<file path="config.mk">
export PLATFORM = sky130hd
export DESIGN_NAME = bin2bcd_seq_flat
export DESIGN_NICKNAME = d
export VERILOG_FILES = /design/src/rtl/bin2bcd_seq_pkg.sv /design/src/rtl/bin2bcd_seq_if.sv /design/src/rtl/bin2bcd_seq_bcd_dabble_step.sv /design/src/rtl/bin2bcd_seq.sv /design/src/flat_wrapper.sv
export SDC_FILE = /design/constraint.sdc
export NUM_CORES = 1
export LEC_CHECK = 0
export ABC_AREA = 1
export BUFFER_PORTS_ARGS = -buffer_cell sky130_fd_sc_hd__buf_4
export CAP_MARGIN = 20
export CORE_UTILIZATION = 59
export CTS_CLUSTER_DIAMETER = 40
export DETAILED_ROUTE_END_ITERATION = 16
export PLACE_DENSITY = 0.78
export SETUP_SLACK_MARGIN = 0.5
export SLEW_MARGIN = 20
export SYNTH_ARGS = -nofsm -noshare
export SYNTH_HDL_FRONTEND = slang
export SYNTH_SLANG_ARGS = --single-unit
</file>
<file path="constraint.sdc">
create_clock -name clk -period 2.25 [get_ports clk]
set_clock_uncertainty 0.1 [all_clocks]
set_input_delay 0.225 -clock clk [delete_from_list [all_inputs] [get_ports clk]]
set_output_delay 0.225 -clock clk [all_outputs]
set_load 0.05 [all_outputs]
</file>
<file path="src/rtl/bin2bcd_seq_pkg.sv">
// Shared constants for the sequential binary-to-BCD converter.
// Holds the default geometry, the digit codes driven to the seven-segment
// decoders, the FSM state encoding and an elaboration-time helper that
// works out the largest value a given number of decimal digits can show.
package bin2bcd_seq_pkg;

  localparam int unsigned DEF_BIN_W  = 14;
  localparam int unsigned DEF_DIGITS = 4;

  // Digit codes understood by the seven-segment digit decoders
  localparam logic [3:0] BCD_0     = 4'h0;
  localparam logic [3:0] BCD_1     = 4'h1;
  localparam logic [3:0] BCD_2     = 4'h2;
  localparam logic [3:0] BCD_3     = 4'h3;
  localparam logic [3:0] BCD_4     = 4'h4;
  localparam logic [3:0] BCD_5     = 4'h5;
  localparam logic [3:0] BCD_6     = 4'h6;
  localparam logic [3:0] BCD_7     = 4'h7;
  localparam logic [3:0] BCD_8     = 4'h8;
  localparam logic [3:0] BCD_9     = 4'h9;
  localparam logic [3:0] BCD_A     = 4'hA;
  localparam logic [3:0] BCD_B     = 4'hB;
  localparam logic [3:0] BCD_C     = 4'hC;
  localparam logic [3:0] BCD_D     = 4'hD;
  localparam logic [3:0] BCD_E     = 4'hE;
  localparam logic [3:0] BCD_BLANK = 4'hF;

  typedef enum logic [1:0] {
    BIN2BCD_IDLE   = 2'd0,
    BIN2BCD_SHIFT  = 2'd1,
    BIN2BCD_FINISH = 2'd2
  } state_t;

  // 10^digits - 1, evaluated at elaboration
  function automatic int unsigned max_bcd_val(input int unsigned digits);
    int unsigned v;
    v = 1;
    for (int unsigned i = 0; i < digits; i++) begin
      v = v * 10;
    end
    return v - 1;
  endfunction

endpackage

</file>
<file path="src/rtl/bin2bcd_seq_if.sv">
// Request/result bundle between a datapath client and bin2bcd_seq.
// master: drives start, bin, blank_lz; observes busy, done, bcd, overflow.
// slave : the converter side of the same signals.
interface bin2bcd_seq_if
  import bin2bcd_seq_pkg::*;
#(
  parameter int unsigned BIN_W  = DEF_BIN_W,
  parameter int unsigned DIGITS = DEF_DIGITS
);

  logic                  start;
  logic [BIN_W-1:0]      bin;
  logic                  blank_lz;
  logic                  busy;
  logic                  done;
  logic [4*DIGITS-1:0]   bcd;
  logic                  overflow;

  modport master (
    output start, bin, blank_lz,
    input  busy, done, bcd, overflow
  );

  modport slave (
    input  start, bin, blank_lz,
    output busy, done, bcd, overflow
  );

endinterface

</file>
<file path="src/rtl/bin2bcd_seq_bcd_dabble_step.sv">
// One digit of the double-dabble correction: a nibble of 5 or more gets +3
// so that the following left shift carries correctly into the next digit.
// Ports: digit (scratch nibble in), adj_c (corrected nibble, combinational).
module bcd_dabble_step (
  input  logic [3:0] digit,
  output logic [3:0] adj_c
);

  always_comb begin
    adj_c = (digit >= 4'd5) ? digit + 4'd3 : digit;
  end

endmodule

</file>
<file path="src/rtl/bin2bcd_seq.sv">
// Sequential binary-to-BCD converter, one input bit per clock (double dabble).
// Ports: clk, rst_n (async, active low), bus (slave side of bin2bcd_seq_if):
//   start/bin/blank_lz request a conversion; busy, done pulse, bcd digit codes
//   (digit 0 in [3:0]) and overflow report the result.
module bin2bcd_seq
  import bin2bcd_seq_pkg::*;
#(
  parameter int unsigned BIN_W  = DEF_BIN_W,
  parameter int unsigned DIGITS = DEF_DIGITS
) (
  input  logic          clk,
  input  logic          rst_n,
  bin2bcd_seq_if.slave  bus
);

  localparam int unsigned BCD_W   = 4 * DIGITS;
  localparam int unsigned SH_W    = BCD_W + BIN_W;
  localparam int unsigned CNT_W   = $clog2(BIN_W + 1);
  localparam int unsigned MAX_VAL = max_bcd_val(DIGITS);

  state_t             state_q, state_d;
  logic [BIN_W-1:0]   bin_q, bin_d;
  logic [BCD_W-1:0]   scr_q, scr_d;
  logic [CNT_W-1:0]   cnt_q, cnt_d;
  logic               blank_q, blank_d;
  logic               ovf_flag_q, ovf_flag_d;
  logic               busy_q, busy_d;
  logic               done_q, done_d;
  logic               ovf_q, ovf_d;
  logic [BCD_W-1:0]   bcd_q, bcd_d;

  logic [BCD_W-1:0]   adj_c;
  logic [SH_W-1:0]    sh_c;
  logic [BCD_W-1:0]   final_c;
  logic               lead;

  // Add-3 correction on every scratch digit ahead of the shift
  for (genvar g = 0; g < int'(DIGITS); g++) begin : g_step
    bcd_dabble_step u_step (
      .digit (scr_q[4*g +: 4]),
      .adj_c (adj_c[4*g +: 4])
    );
  end

  // Top bit of the scratch falls off here; overflow is caught up front
  assign sh_c = {adj_c, bin_q} << 1;

  // Leading-zero blanking scans from the top digit down; digit 0 always shows
  always_comb begin
    final_c = scr_q;
    lead    = blank_q;
    for (int i = int'(DIGITS) - 1; i >= 1; i--) begin
      if (lead && (scr_q[4*i +: 4] == BCD_0)) begin
        final_c[4*i +: 4] = BCD_BLANK;
      end else begin
        lead = 1'b0;
      end
    end
  end

  // State and datapath registers
  always_ff @(posedge clk or negedge rst_n) begin
    if (!rst_n) begin
      state_q    <= BIN2BCD_IDLE;
      bin_q      <= '0;
      scr_q      <= '0;
      cnt_q      <= '0;
      blank_q    <= 1'b0;
      ovf_flag_q <= 1'b0;
      busy_q     <= 1'b0;
      done_q     <= 1'b0;
      ovf_q      <= 1'b0;
      bcd_q      <= {DIGITS{BCD_BLANK}};
    end else begin
      state_q    <= state_d;
      bin_q      <= bin_d;
      scr_q      <= scr_d;
      cnt_q      <= cnt_d;
      blank_q    <= blank_d;
      ovf_flag_q <= ovf_flag_d;
      busy_q     <= busy_d;
      done_q     <= done_d;
      ovf_q      <= ovf_d;
      bcd_q      <= bcd_d;
    end
  end

  // Next-state and next-output logic
  always_comb begin
    state_d    = state_q;
    bin_d      = bin_q;
    scr_d      = scr_q;
    cnt_d      = cnt_q;
    blank_d    = blank_q;
    ovf_flag_d = ovf_flag_q;
    done_d     = 1'b0;
    ovf_d      = ovf_q;
    bcd_d      = bcd_q;

    case (state_q)
      BIN2BCD_IDLE: begin
        if (bus.start) begin
          bin_d      = bus.bin;
          blank_d    = bus.blank_lz;
          scr_d      = '0;
          cnt_d      = CNT_W'(BIN_W);
          ovf_flag_d = (32'(bus.bin) > MAX_VAL);
          state_d    = BIN2BCD_SHIFT;
        end
      end
      BIN2BCD_SHIFT: begin
        scr_d = sh_c[SH_W-1:BIN_W];
        bin_d = sh_c[BIN_W-1:0];
        cnt_d = cnt_q - CNT_W'(1);
        if (cnt_q == CNT_W'(1)) begin
          state_d = BIN2BCD_FINISH;
        end
      end
      BIN2BCD_FINISH: begin
        done_d  = 1'b1;
        state_d = BIN2BCD_IDLE;
        if (ovf_flag_q) begin
          bcd_d = {DIGITS{BCD_BLANK}};
          ovf_d = 1'b1;
        end else begin
          bcd_d = final_c;
          ovf_d = 1'b0;
        end
      end
      default: begin
        state_d = BIN2BCD_IDLE;
      end
    endcase

    // Busy stays up through the done cycle unless a new conversion follows
    busy_d = (state_d != BIN2BCD_IDLE) || done_d;
  end

  assign bus.busy     = busy_q;
  assign bus.done     = done_q;
  assign bus.bcd      = bcd_q;
  assign bus.overflow = ovf_q;

endmodule

</file>
<file path="src/flat_wrapper.sv">
// flat-port wrapper written by rule: the top's interface ports become plain ports
module bin2bcd_seq_flat import bin2bcd_seq_pkg::*;
#(
  parameter int unsigned BIN_W  = DEF_BIN_W,
  parameter int unsigned DIGITS = DEF_DIGITS
)
  (clk, rst_n, bus_start, bus_bin, bus_blank_lz, bus_busy, bus_done, bus_bcd, bus_overflow);
  bin2bcd_seq_if #(.BIN_W(BIN_W), .DIGITS(DIGITS)) bus_i ();
  input  logic clk;
  input  logic rst_n;
  input wire logic [$bits(bus_i.start)-1:0] bus_start;
  input wire logic [$bits(bus_i.bin)-1:0] bus_bin;
  input wire logic [$bits(bus_i.blank_lz)-1:0] bus_blank_lz;
  output wire logic [$bits(bus_i.busy)-1:0] bus_busy;
  output wire logic [$bits(bus_i.done)-1:0] bus_done;
  output wire logic [$bits(bus_i.bcd)-1:0] bus_bcd;
  output wire logic [$bits(bus_i.overflow)-1:0] bus_overflow;
  assign bus_i.start = bus_start;
  assign bus_i.bin = bus_bin;
  assign bus_i.blank_lz = bus_blank_lz;
  assign bus_busy = bus_i.busy;
  assign bus_done = bus_i.done;
  assign bus_bcd = bus_i.bcd;
  assign bus_overflow = bus_i.overflow;
  bin2bcd_seq #(.BIN_W(BIN_W), .DIGITS(DIGITS)) u_core (.clk(clk), .rst_n(rst_n), .bus(bus_i));
endmodule
</file>
Yosys cells after proc, flatten, opt, wreduce, memory -nomap -nowiden
Cells that the tools add are included.

operators by class
  add/sub/neg operators = 5
  $mul = 0
  div/mod/pow operators = 0
  order comparisons = 5
  eq/ne operators = 4
  shift-type cells = 0
  mux-type cells = 21
  bitwise logic cells = 0
  reductions and logical operators = 12

operators with widths
  operator                                                            number
  two-way mux 16 bit                                                  2
  case mux 16 bit (2 select lines)                                    1
  two-way mux 4 bit                                                   7
  case mux 14 bit (2 select lines)                                    1
  greater-or-equal comparator 4 x 3 -> 1 bit (second input constant)  4
  greater-than comparator 14 bit (second input constant)              1
  two-way mux 14 bit                                                  1
  adder 4 x 2 -> 4 bit (second input constant)                        3
  logical NOT 4 bit                                                   3
  case mux 4 bit (2 select lines)                                     1
  equality test 4 x 1 -> 1 bit (second input constant)                1
  two-way mux 1 bit                                                   4
  two-way mux 2 bit                                                   2
  case mux 2 bit (2 select lines)                                     1
  AND reduction 2 bit                                                 2
  nonzero test 2 bit                                                  2
  subtractor 4 x 1 -> 4 bit (second input constant)                   1
  adder 3 x 2 -> 3 bit (second input constant)                        1
  logical AND 1 bit                                                   3
  two-way mux 3 bit                                                   1
  equality test 2 x 1 -> 1 bit (second input constant)                1
  equality test 2 bit (second input constant)                         1
  logical NOT 2 bit                                                   1
  inequality test 2 bit (second input constant)                       1
  logical OR 1 bit                                                    1

word-level totals
  register bits = 57
  bits in latches = 0
  bits in writable memories = 0
  ROM bits = 0
  input port bits = 18
  output and inout port bits = 19
  word-level logic and storage cells = 57
  memories = 0

Longest topological paths before layout
  word-level depth = 8
  depth in mapped cells = 9
  mapped depth without buffers = 9

Modules after synthesis
Synthesis repeated with hierarchy kept, for this count alone.

second synthesis, totals
  cell total of the unflattened synthesis = 351
  area total of the unflattened synthesis = 2917.8 um2

by module, submodules not included
  module           times used  cells each  area an instance (um2)  seq. area each (um2)
  bin2bcd_seq      1           259         2377.3                  1446.4
  bcd_dabble_step  4           23          135.1                   0.0

Worst setup path before layout
Ideal clock, no wire load.

  path type = flip-flop to flip-flop
  from = register u_core.scr_q[12]
  to = register u_core.bcd_q[4], in the netlist u_core.bus.bcd[4]
  library setup time = 0.073 ns
  data arrival time = 1.091 ns
  data required time = 2.077 ns
  path slack = 0.986 ns
  stages on the path, launching flop included = 7
  path buffers = 0
  clock period less this slack = 1.264 ns
  cell sequence = dfrtp_1 > inv_1 > ha_1 > nand2_1 > nor2_1 > nand3_1 > a21oi_1

on the way
  word-level cells in the longest chain between the ends = 8

ends and longest elaborated chain
  what                      line                text
  start: declaration        bin2bcd_seq.sv:23   logic [BCD_W-1:0] scr_q, scr_d;
  start signal: assignment  bin2bcd_seq.sv:77   scr_q <= scr_d;
  logical NOT 4 bit *       bin2bcd_seq.sv:53   if (lead && (scr_q[4*i +: 4] == BCD_0)) begin
  logical AND 1 bit *       bin2bcd_seq.sv:53
  two-way mux 1 bit *       bin2bcd_seq.sv:53
  logical AND 1 bit         bin2bcd_seq.sv:53
  two-way mux 1 bit *       bin2bcd_seq.sv:53
  logical AND 1 bit *       bin2bcd_seq.sv:53
  two-way mux 4 bit *       bin2bcd_seq.sv:53
  two-way mux 16 bit *      bin2bcd_seq.sv:122  if (ovf_flag_q) begin
  end signal: assignment    bin2bcd_seq.sv:73   bcd_q <= {DIGITS{BCD_BLANK}};
  end: declaration          bin2bcd_seq.sv:30   logic [BCD_W-1:0] bcd_q, bcd_d;

Mark *: on every way between the ends. The rest lies on a longest branch, timed or not.
A chain may end at the register's enable or synchronous reset.

Worst setup path after layout
  from = register u_core.state_q[0]
  to = register u_core.scr_q[7]

on the way
  word-level cells in the longest chain between the ends = 3
  elaborated cells between the ends (all ways) = 6
  those cells by class = eq/ne (2); mux (1); reduce/logical (3)

ends and longest elaborated chain
  what                                                                   line                text
  start: declaration                                                     bin2bcd_seq.sv:21   state_t state_q, state_d;
  start signal: assignment                                               bin2bcd_seq.sv:75   state_q <= state_d;
  equality test 2 x 1 -> 1 bit or logical NOT 2 bit (tied branches)      bin2bcd_seq.sv:100  case (state_q)
  nonzero test 2 bit (no line) or inequality test 2 bit (tied branches)  --
  AND reduction 2 bit (no line)                                          --

Parallel ways exist; a longest one is shown, timed or not.

==> results by group <==
Status
  • Status: complete, but fails checks
  • Failing checks: DRC

Die
  • Io pins: 37
  • Die Ht: 71.32 um
  • Initial core utilization: between 60% and 70%
  • Core area: ~4500 um2
  • Die area: approximately 5100 um2
  • Row cnt: 24
  • Die W: between 70 and 80 um

Pwr
  • Total power after layout: 4.864 mW
  • Switch Pwr: 2.142 mW
  • Net Sw Frac: between 40% and 50%
  • Internal Power: 2.723 mW
  • Pwr/cell area: roughly 1500 nW/um2
  • Clock share of power: about 17%
  • Flop pwr share: a little under two fifths
  • Maximum VDD drop: about 0.94 mV
  • Combinational power share: ~45%
  • Leak: between 1.5 and 2 nW

Yosys
  • Post-synth top flop: dfrtp_1
  • Yosys cell types: 27
  • Area of the mapped netlist: 2835 um2
  • Seq/Total Area, Yosys: 51.02%
  • YS warnings: 0
  • Register bit count reported by yosys: 57
  • Mapped Cells: around 330
  • Asr flop ratio synth: between 90% and 100%
  • Syn Area/Cell: 8.489 um2
  • EDFF count, synth: 0
  • Syn Nets: 365

Hold path
  • Hold path cells: 3
  • Hold Path Class: input port to register

Global route
  • Initial antenna violation count: 0
  • Total grt overflow: 0
  • Vias in the first global route: around 2,300
  • GRT Overall Usage: about a quarter
  • First-pass GRT wire length: a little under 10 mm
  • Largest net degree at the start of global routing: between 50 and 60

Worst setup path
  • Cell Chain, Critical Path: o21ai_4 -> inv_2 -> o21ai_0
  • Critical Path Source Type: register
  • CP top delay family: compound AO/OA/AOI/OAI gates
  • Cell count along the critical path: 3
  • Critical path's slowest cell: o21ai_4
  • WP data arrival: 1.70 ns
  • WP buf/inv: 1
  • Worst path max stage delay: ~0.57 ns
  • Worst reg2reg path depth: 3
  • Crit Path Class: register to register
  • Crit path max fanout: 22
  • Crit end category: register
  • CP Data Required Time: between 2 and 2.5 ns

STA
  • Endpoints failing hold: 0
  • Tcrit/Tclk final: 69.44%
  • RSZ-0062 raised after global routing: no
  • Tmin final: 1.562 ns
  • Final Max Slew Viols: 0
  • Fmax: about 0.64 GHz
  • Worst slew margin: a little over half
  • Worst slew pin tran: 0.6818 ns
  • Final setup viols: 0
  • TNS Setup: 0 ns

Placed design
  • Dpl cells: 417
  • # port buffers: 36
  • GP Congestion: approximately 0.83
  • Dpl hpwl: roughly 3.8 mm

Detailed routing
  • Wire per inst: 12.77 um
  • First-iteration detailed-routing DRC count: roughly 250
  • Routed Antenna Nets: 0
  • Total number of vias: ~2,300
  • Router iterations before antenna repair: 11
  • DRC: 2
  • Vias per cell: approximately 5.4
  • Post-Route WL: around 5.6 mm

Final layout
  • Non-Filler Instances: roughly 440
  • Diodes inserted: 0
  • Nets@finish: roughly 400
  • Layout cell share with drive strength beyond 1: 20.31%
  • Area grow syn2layout: 17.21%
  • Most frequent cells in the layout: nand2_1 (94), dfrtp_1 (41), buf_4 (38), inv_1 (37), nor2_1 (35)
  • Most common cell after layout, fill and taps aside: nand2_1
  • Layout fillers: ~340

Clock network
  • CTS buffer count: 9
  • Max Buffers Root-to-Sink: 2
  • CTS sink count: 57
  • CTS tree: built
  • Post-CTS Setup Inserts: 0
  • Cts repair resizes: 0
  • Reg clk slew, reported paths: 0.06 ns
  • H-tree depth: 3
  • Clock root cell: clkbuf_8
  • Clock latency on the worst-skew pair: about 0.33 ns

Job
  • Max-cap violations: 0
-- area by class of cell --
type                            count  area [um2]  share of cell area [%]
Sequential cell                    57        1446                   43.52
Multi-Input combinational cell    228        1161                   34.94
Timing Repair Buffer               41       315.3                   9.488
Clock buffer                       16       170.2                   5.120
Inverter                           42       165.2                   4.970
Tap cell                           52       65.06                   1.958
-- flip-flops by register name (all words and copies together), names as in the netlist --
name,cells
u_core.bus.bcd,16
u_core.scr_q,16
u_core.bin_q,14
u_core.cnt_q,4
u_core.state_q,2
u_core.blank_q,1
u_core.bus.busy,1
u_core.bus.done,1
u_core.bus.overflow,1
u_core.ovf_flag_q,1
-- worst register-to-register path, delay by kind of cell (launching register included) --
family          cells  cell delay (ns)
compound gates      2             0.77
flops               1             0.45
buf+inv             1             0.16
-- logic make-up after synthesis --
kind of cell	count (synthesis)	synth area share [%]
AND/OR/NAND/NOR	167	24.98
flip-flops	57	51.01
buffers and inverters	49	8.031
AO/OA/AOI/OAI	48	10.24
adder cells (fa/ha/maj)	13	5.737
-- cells in the mapped netlist (2+ instances only) --
| cell | count | area share [%] |
|---|---|---|
| nand2_1 | 94 | 12 |
| dfrtp_1 | 41 | 36 |
| inv_1 | 37 | 4.9 |
| nor2_1 | 35 | 4.6 |
| nand3_1 | 21 | 3.7 |
| dfstp_2 | 16 | 15 |
| o21ai_0 | 14 | 2.5 |
| a21oi_1 | 13 | 2.3 |
| ha_1 | 13 | 5.7 |
| a22oi_1 | 9 | 2.4 |
| nand4_1 | 9 | 2.0 |
| a31oi_1 | 4 | 0.88 |
| o211ai_1 | 4 | 1.1 |
| inv_4 | 3 | 0.66 |
| buf_2 | 2 | 0.35 |
| buf_4 | 2 | 0.53 |
| buf_6 | 2 | 0.79 |
| inv_2 | 2 | 0.26 |
| nand2_2 | 2 | 0.44 |
| nand2_4 | 2 | 0.79 |
| nor2_2 | 2 | 0.44 |
| o21ai_1 | 2 | 0.35 |
-- stage by stage --
stage	hold WS (ns)	setup slack [ns]	utilization (%)	cell area (um2)
finish	0.01572	0.6876	74.27	3323
global route	0.01839	0.5384	74.27	3323
CTS	0.003054	0.6790	74.27	3323
detailed placement	0.2171	0.6977	69.80	3123
global placement	0.2134	0.7807	69.80	3123
floorplan	-0.1706	0.9863	-	2835
-- power groups by stage --
| stage | Clock, mW | Sequential [mW] | Combinational (mW) |
|---|---|---|---|
| 2_1_floorplan | 0 | 2.17 | 1.34 |
| 3_3_place_gp | 0 | 1.81 | 2.14 |
| 3_5_place_dp | 0 | 1.83 | 2.20 |
| 4_1_cts | 0.850 | 1.82 | 2.22 |
| 5_1_grt | 0.903 | 1.87 | 2.50 |
| 6_report | 0.837 | 1.82 | 2.21 |
-- per-layer routing --
layer  global-route usage (%)  vias up  routed length, um
met4                    14.89        0                102
met3                    4.782       13                294
met1                    31.10     1083               2504
met2                    39.58       73               2668
li1                         -     1170                  -
met5                        0        -                  0
-- final timing paths --
kind / startpoint / end / slack [ns]
worst max-delay path: u_core.state_q[0]$_DFF_PN0_ / u_core.scr_q[7]$_DFFE_PN0P_ / 0.69
worst min-delay path: bus_bin[8] / u_core.bin_q[8]$_DFFE_PN0P_ / 0.02
worst max register to register: u_core.state_q[0]$_DFF_PN0_ / u_core.scr_q[7]$_DFFE_PN0P_ / 0.69
worst min register to register: u_core.scr_q[1]$_DFFE_PN0P_ / u_core.scr_q[1]$_DFFE_PN0P_ / 0.38
max in group asynchronous: rst_n / u_core.state_q[1]$_DFF_PN0_ / 1.22
min in group asynchronous: rst_n / u_core.bus.busy$_DFF_PN0_ / 0.39
-- repair_timing --
item | CTS | global route
hold buffers | 3 | 0
hold endpoints to repair | 43 | 0
setup endpoints to repair | 0 | 0
(Power assumes the default switching activity.)
